**src/rtl/fp_exception_pipe.sv**
```systemverilog
// Two-stage IEEE-754 special-case resolver that sits in front of the add/sub datapath.
// Optional: define FP_EXC_DENORMAL_FLUSH_EN to flush denormal operands to signed zero.
module fp_exception_pipe #(
   parameter int WIDTH     = 32,
   parameter int EXP_BITS  = 8,
   parameter int MANT_BITS = 23,
   parameter int CNT_W     = 16
) (
   input  logic             clk,
   input  logic             rst_n,
   input  logic             in_valid,
   output logic             in_ready,
   input  logic [WIDTH-1:0] a,
   input  logic [WIDTH-1:0] b,
   input  logic             operation_select,
   output logic             out_valid,
   input  logic             out_ready,
   output logic             out_special,
   output logic             perform_operation,
   output logic [WIDTH-1:0] out_result,
   output logic [WIDTH-1:0] out_a,
   output logic [WIDTH-1:0] out_b,
   output logic             a_is_denormal,
   output logic             b_is_denormal,
   output logic             invalid_operation,
   input  logic             flags_clr,
   output logic             sticky_invalid,
   output logic             sticky_denormal,
   output logic [CNT_W-1:0] invalid_count
);
   localparam logic [WIDTH-1:0] QNAN = {1'b0, {EXP_BITS{1'b1}}, 1'b1, {(MANT_BITS-1){1'b0}}};

   // Index 0 is a, index 1 is b with the effective (add/sub) sign already applied.
   logic [WIDTH-1:0] op_raw [2];
   logic [WIDTH-1:0] op_cap [2];
   logic [1:0]       nan_c, snan_c, inf_c, den_c, zero_c;

   assign op_raw[0] = a;
   assign op_raw[1] = {b[WIDTH-1] ^ ~operation_select, b[WIDTH-2:0]};

   for (genvar gi = 0; gi < 2; gi++) begin : g_class
      logic [EXP_BITS-1:0]  e;
      logic [MANT_BITS-1:0] f;
      assign e           = op_raw[gi][WIDTH-2:MANT_BITS];
      assign f           = op_raw[gi][MANT_BITS-1:0];
      assign nan_c[gi]   = (&e) & (|f);
      assign snan_c[gi]  = (&e) & (|f) & ~f[MANT_BITS-1];
      assign inf_c[gi]   = (&e) & ~(|f);
      assign den_c[gi]   = ~(|e) & (|f);
`ifdef FP_EXC_DENORMAL_FLUSH_EN
      assign zero_c[gi]  = ~(|e);
      assign op_cap[gi]  = den_c[gi] ? {op_raw[gi][WIDTH-1], {(WIDTH-1){1'b0}}} : op_raw[gi];
`else
      assign zero_c[gi]  = ~(|e) & ~(|f);
      assign op_cap[gi]  = op_raw[gi];
`endif
   end

   logic             s1_valid;
   logic [WIDTH-1:0] s1_op [2];
   logic [1:0]       s1_nan, s1_snan, s1_inf, s1_den, s1_zero;
   logic             s1_load, s1_adv, s2_load, hs;

   assign s2_load  = ~out_valid | out_ready;
   assign s1_adv   = s1_valid & s2_load;
   assign s1_load  = ~s1_valid | s1_adv;
   assign in_ready = s1_load;
   assign hs       = out_valid & out_ready;
   assign perform_operation = out_valid & ~out_special;

   always_ff @(posedge clk or negedge rst_n) begin
      if (!rst_n) begin
         s1_valid <= 1'b0;
         s1_op[0] <= '0;
         s1_op[1] <= '0;
         s1_nan   <= '0;
         s1_snan  <= '0;
         s1_inf   <= '0;
         s1_den   <= '0;
         s1_zero  <= '0;
      end else if (s1_load) begin
         s1_valid <= in_valid;
         s1_op[0] <= op_cap[0];
         s1_op[1] <= op_cap[1];
         s1_nan   <= nan_c;
         s1_snan  <= snan_c;
         s1_inf   <= inf_c;
         s1_den   <= den_c;
         s1_zero  <= zero_c;
      end
   end

   // Special-case resolution; first matching rule wins.
   logic             res_special, res_invalid;
   logic [WIDTH-1:0] res_result;

   always_comb begin
      res_special = 1'b1;
      res_invalid = 1'b0;
      res_result  = '0;
      if (|s1_nan) begin
         res_result  = QNAN;
         res_invalid = |s1_snan;
      end else if ((&s1_inf) && (s1_op[0][WIDTH-1] != s1_op[1][WIDTH-1])) begin
         res_result  = QNAN;
         res_invalid = 1'b1;
      end else if (s1_inf[0]) begin
         res_result  = s1_op[0];
      end else if (s1_inf[1]) begin
         res_result  = s1_op[1];
      end else if (&s1_zero) begin
         res_result  = {s1_op[0][WIDTH-1] & s1_op[1][WIDTH-1], {(WIDTH-1){1'b0}}};
      end else if (s1_zero[0]) begin
         res_result  = s1_op[1];
      end else if (s1_zero[1]) begin
         res_result  = s1_op[0];
      end else begin
         res_special = 1'b0;
      end
   end

   always_ff @(posedge clk or negedge rst_n) begin
      if (!rst_n) begin
         out_valid         <= 1'b0;
         out_special       <= 1'b0;
         out_result        <= '0;
         out_a             <= '0;
         out_b             <= '0;
         a_is_denormal     <= 1'b0;
         b_is_denormal     <= 1'b0;
         invalid_operation <= 1'b0;
      end else if (s2_load) begin
         out_valid         <= s1_valid;
         out_special       <= res_special;
         out_result        <= res_result;
         out_a             <= s1_op[0];
         out_b             <= s1_op[1];
         a_is_denormal     <= s1_den[0];
         b_is_denormal     <= s1_den[1];
         invalid_operation <= res_invalid;
      end
   end

   // A clear in the same cycle as a counted handshake wipes history, then records the new event.
   logic [CNT_W-1:0] cnt_base, cnt_next;

   always_comb begin
      cnt_base = flags_clr ? '0 : invalid_count;
      cnt_next = cnt_base;
      if (hs && invalid_operation && !(&cnt_base))
         cnt_next = cnt_base + CNT_W'(1);
   end

   always_ff @(posedge clk or negedge rst_n) begin
      if (!rst_n) begin
         sticky_invalid  <= 1'b0;
         sticky_denormal <= 1'b0;
         invalid_count   <= '0;
      end else begin
         sticky_invalid  <= (sticky_invalid & ~flags_clr) | (hs & invalid_operation);
         sticky_denormal <= (sticky_denormal & ~flags_clr) | (hs & (a_is_denormal | b_is_denormal));
         invalid_count   <= cnt_next;
      end
   end
endmodule

```
**config.mk**
```make
export PLATFORM = sky130hd
export DESIGN_NAME = fp_exception_pipe
export DESIGN_NICKNAME = d
export VERILOG_FILES = /design/src/rtl/fp_exception_pipe.sv
export SDC_FILE = /design/constraint.sdc
export NUM_CORES = 1
export LEC_CHECK = 0
export ABC_AREA = 1
export CAP_MARGIN = 0
export CORE_UTILIZATION = 40
export CTS_CLUSTER_SIZE = 10
export DETAILED_ROUTE_END_ITERATION = 8
export PLACE_DENSITY_LB_ADDON = 0.05
export SLEW_MARGIN = 15
export SYNTH_ARGS = -nofsm -noshare
export SYNTH_HDL_FRONTEND = slang
export SYNTH_SLANG_ARGS = --single-unit
```
**constraint.sdc**
```tcl
create_clock -name clk -period 2.55 [get_ports clk]
set_input_delay 0.51 -clock clk [delete_from_list [all_inputs] [get_ports clk]]
set_output_delay 0.51 -clock clk [all_outputs]
set_load 0.05 [all_outputs]
```
==> impl_metrics.env <==
export IMPL_area_delta_synth_final_pct=33.8
export IMPL_gp_congestion=0.888
export IMPL_finalHoldViolCount=0
export IMPL_synth_seq_area_share_pct=58.5
export IMPL_worst_clock_skew_ps=12.5
export IMPL_critPathArrivalTime_ps=1760
export IMPL_synth_top_area_cell="dfrtp_1"
export IMPL_synth_top_area_share_pct=58.5
export IMPL_slew_limit_headroom_pct=55.1
export IMPL_ir_drop_mv=0.463
export IMPL_synthCells=985
export IMPL_cellLeakagePower_uw=0.00517
export IMPL_cts_resized=0
export IMPL_drive_gt1_share_pct=5.60
export IMPL_grt_max_degree=81
export IMPL_status="finished, final reports clean"
export IMPL_clock_latency_ps=420
export IMPL_dp_hpwl_um=15000
export IMPL_tns_ps=0
export IMPL_syn_nets=1056
export IMPL_cp_max_fo=3
export IMPL_grt_pass1_vias=6606
export IMPL_synth_flop_cell="dfrtp_1"
export IMPL_wirelength_um=21500
export IMPL_cts_max_path_buffers=2
export IMPL_ff_latch_area_mm2=0.00485
export IMPL_wl_per_cell_um=14.8
export IMPL_portBuffers=190
export IMPL_synthDistinctLibCells=32
export IMPL_antenna_found_initial=0
export IMPL_vias=6942
export IMPL_rows=52
export IMPL_vias_per_cell=4.79
export IMPL_required_ps=2040
export IMPL_clkSlewWorstSetupHoldPaths_ps=80
export IMPL_clock_sinks=194
export IMPL_setup_violations=0
export IMPL_cap_viol_max_count=0
export IMPL_synth_warnings=0
export IMPL_die_w_um=146
export IMPL_rsz0062_at_grt="no"
export IMPL_start_util_pct=40.9
export IMPL_cp_end_kind="primary output"
export IMPL_synth_most_common_cell="nand2_1"
export IMPL_synth_area_mm2=0.00831
export IMPL_yosys_top_cells_area="dfrtp_1 (58%), nand2_1 (15%), o21ai_0 (8.4%)"
export IMPL_coreArea_mm2=0.0203
export IMPL_multi_input_area_mm2=0.00288
export IMPL_slew_violations=0
export IMPL_ctsHoldBuffers=0
export IMPL_tightestPinTransition_ps=669
export IMPL_min_period_over_period_pct=89.0
export IMPL_finalCriticalPeriod_ps=2270
export IMPL_synthTopCellsByCount="nand2_1 (324), dfrtp_1 (194), o21ai_0 (139)"
export IMPL_fmax_mhz=441
export IMPL_layout_nets=1236
export IMPL_drcViolationCount=0
export IMPL_ys_ff_latch=194
export IMPL_first_iter_violations=369
export IMPL_cts_root_buffer="clkbuf_16"
export IMPL_grt_total_usage_pct=20.8
export IMPL_cts_tree="done"
export IMPL_worstHoldPathType="in -> async"
export IMPL_ant_nets=0
export IMPL_p_per_area_mw_per_mm2=700
export IMPL_worstSetupStartpointType="flop"
export IMPL_fillerInstances=1916
export IMPL_synth_async_reset_ratio_pct=100
export IMPL_crit_type="reg -> out"
export IMPL_htreeDepth=4
export IMPL_pin_count=191
export IMPL_die_y_um=146
export IMPL_die_area_mm2=0.0213
export IMPL_dr_pass1_iters=5
export IMPL_n_antenna_cell=0
export IMPL_cts_buffers=17
export IMPL_syn_avg_cell_area_um2=8.43
export IMPL_fin_util_pct=54.8
export IMPL_cts_setup_buffers=0
export IMPL_grt_overflow=0
export IMPL_grt_pass1_wl_um=35100
export IMPL_synth_edf_count=0
==> state kept, by name, summed over array words and instances, names as in the netlist, 2 cells and up <==
signal / flops
s1_op: 64
out_a: 32
out_b: 32
out_result: 32
invalid_count: 16
s1_den: 2
s1_inf: 2
s1_nan: 2
s1_snan: 2
s1_zero: 2
==> power breakdown <==
part	internal, µW	switching, µW
clock network	1420	1250
logic	528	1100
registers	3350	139
total	5290	2490
==> per-stage QoR <==
stage	setup WS (ps)	power (µW)	hold WS (ps)	instance area, µm²	std cells
3_3_place_gp	296	5180	464	10500	1416
6_report	282	7780	29.8	11100	1448
4_1_cts	255	7870	21.2	11100	1448
3_5_place_dp	247	5190	464	10500	1416
5_1_grt	203	8130	30.6	11100	1448
2_1_floorplan	565	4480	214	8310	985
==> routing by layer <==
layer	vias to the layer above	global-route usage, %	routed length [µm]	share of wire, %
li1	3484	-	-	-
met1	3285	29.3	10200	48
met2	168	33.4	9980	46
met3	5	4.72	1160	5.4
met4	0	3.59	95	0.44
met5	-	0	0	0
==> layout make-up <==
type / instances / share of cell area, %
sequential: 194 / 43.7
multi-input combinational: 646 / 25.9
timing repair buffer: 205 / 18.7
clock buffer: 19 / 3.98
inverter: 101 / 3.42
tap: 270 / 3.04
clock inverter: 13 / 1.24
==> cell usage in the layout, fill, tap and decap left out, types with 2 or more instances in the layout <==
master,netlist,final
inv_1,97,97
nand4_1,9,9
buf_12,0,5
clkbuf_16,0,17
nor2_4,1,3
o21ai_0,139,139
nand3_1,26,26
buf_4,0,11
or2_2,3,3
clkbuf_8,0,2
inv_2,2,2
nor2_2,3,3
nand2_4,1,2
clkdlybuf4s50_1,0,188
o22ai_1,23,23
a31oi_1,10,10
nor3_1,4,4
o21ai_1,2,2
dfrtp_1,194,194
xnor2_1,4,4
clkinv_2,1,2
nand2_1,324,323
xor2_1,4,4
inv_6,0,6
nand2_2,4,4
nand3b_1,2,2
inv_8,0,3
nor2_1,81,79
==> critical path: stages (launching register included) <==
cell and delay [ps]:
dfrtp_1 400, inv_2 60, nor2_1 80, clkdlybuf4s50_1 800
==> kinds of logic (layout without fill, tap and decap cells) <==
family	after synthesis	in the layout	synth area share, %
AO/OA/AOI/OAI	178	178	11.4
AND/OR/NAND/NOR	459	459	22.1
flip-flops	194	194	58.5
adder cells (fa/ha/maj)	1	1	0.151
buffers and inverters	145	338	7.10
XOR/XNOR	8	8	0.844
==> worst paths after layout <==
path	start	to	slack, ps	cells past startpoint
hold / removal	rst_n	out_a[24]$_DFFE_PN0P_	30	1
setup / recovery	out_valid$_DFFE_PN0P_	perform_operation	280	3
max in group asynchronous	rst_n	sticky_denormal$_DFF_PN0_	1770	2
hold reg to reg	out_result[2]$_DFFE_PN0P_	out_result[2]$_DFFE_PN0P_	480	2
setup reg to reg	s1_inf[0]$_DFFE_PN0P_	out_result[14]$_DFFE_PN0P_	850	7
min in group clk	out_result[2]$_DFFE_PN0P_	out_result[2]$_DFFE_PN0P_	480	2
(Power assumes the default switching activity.)
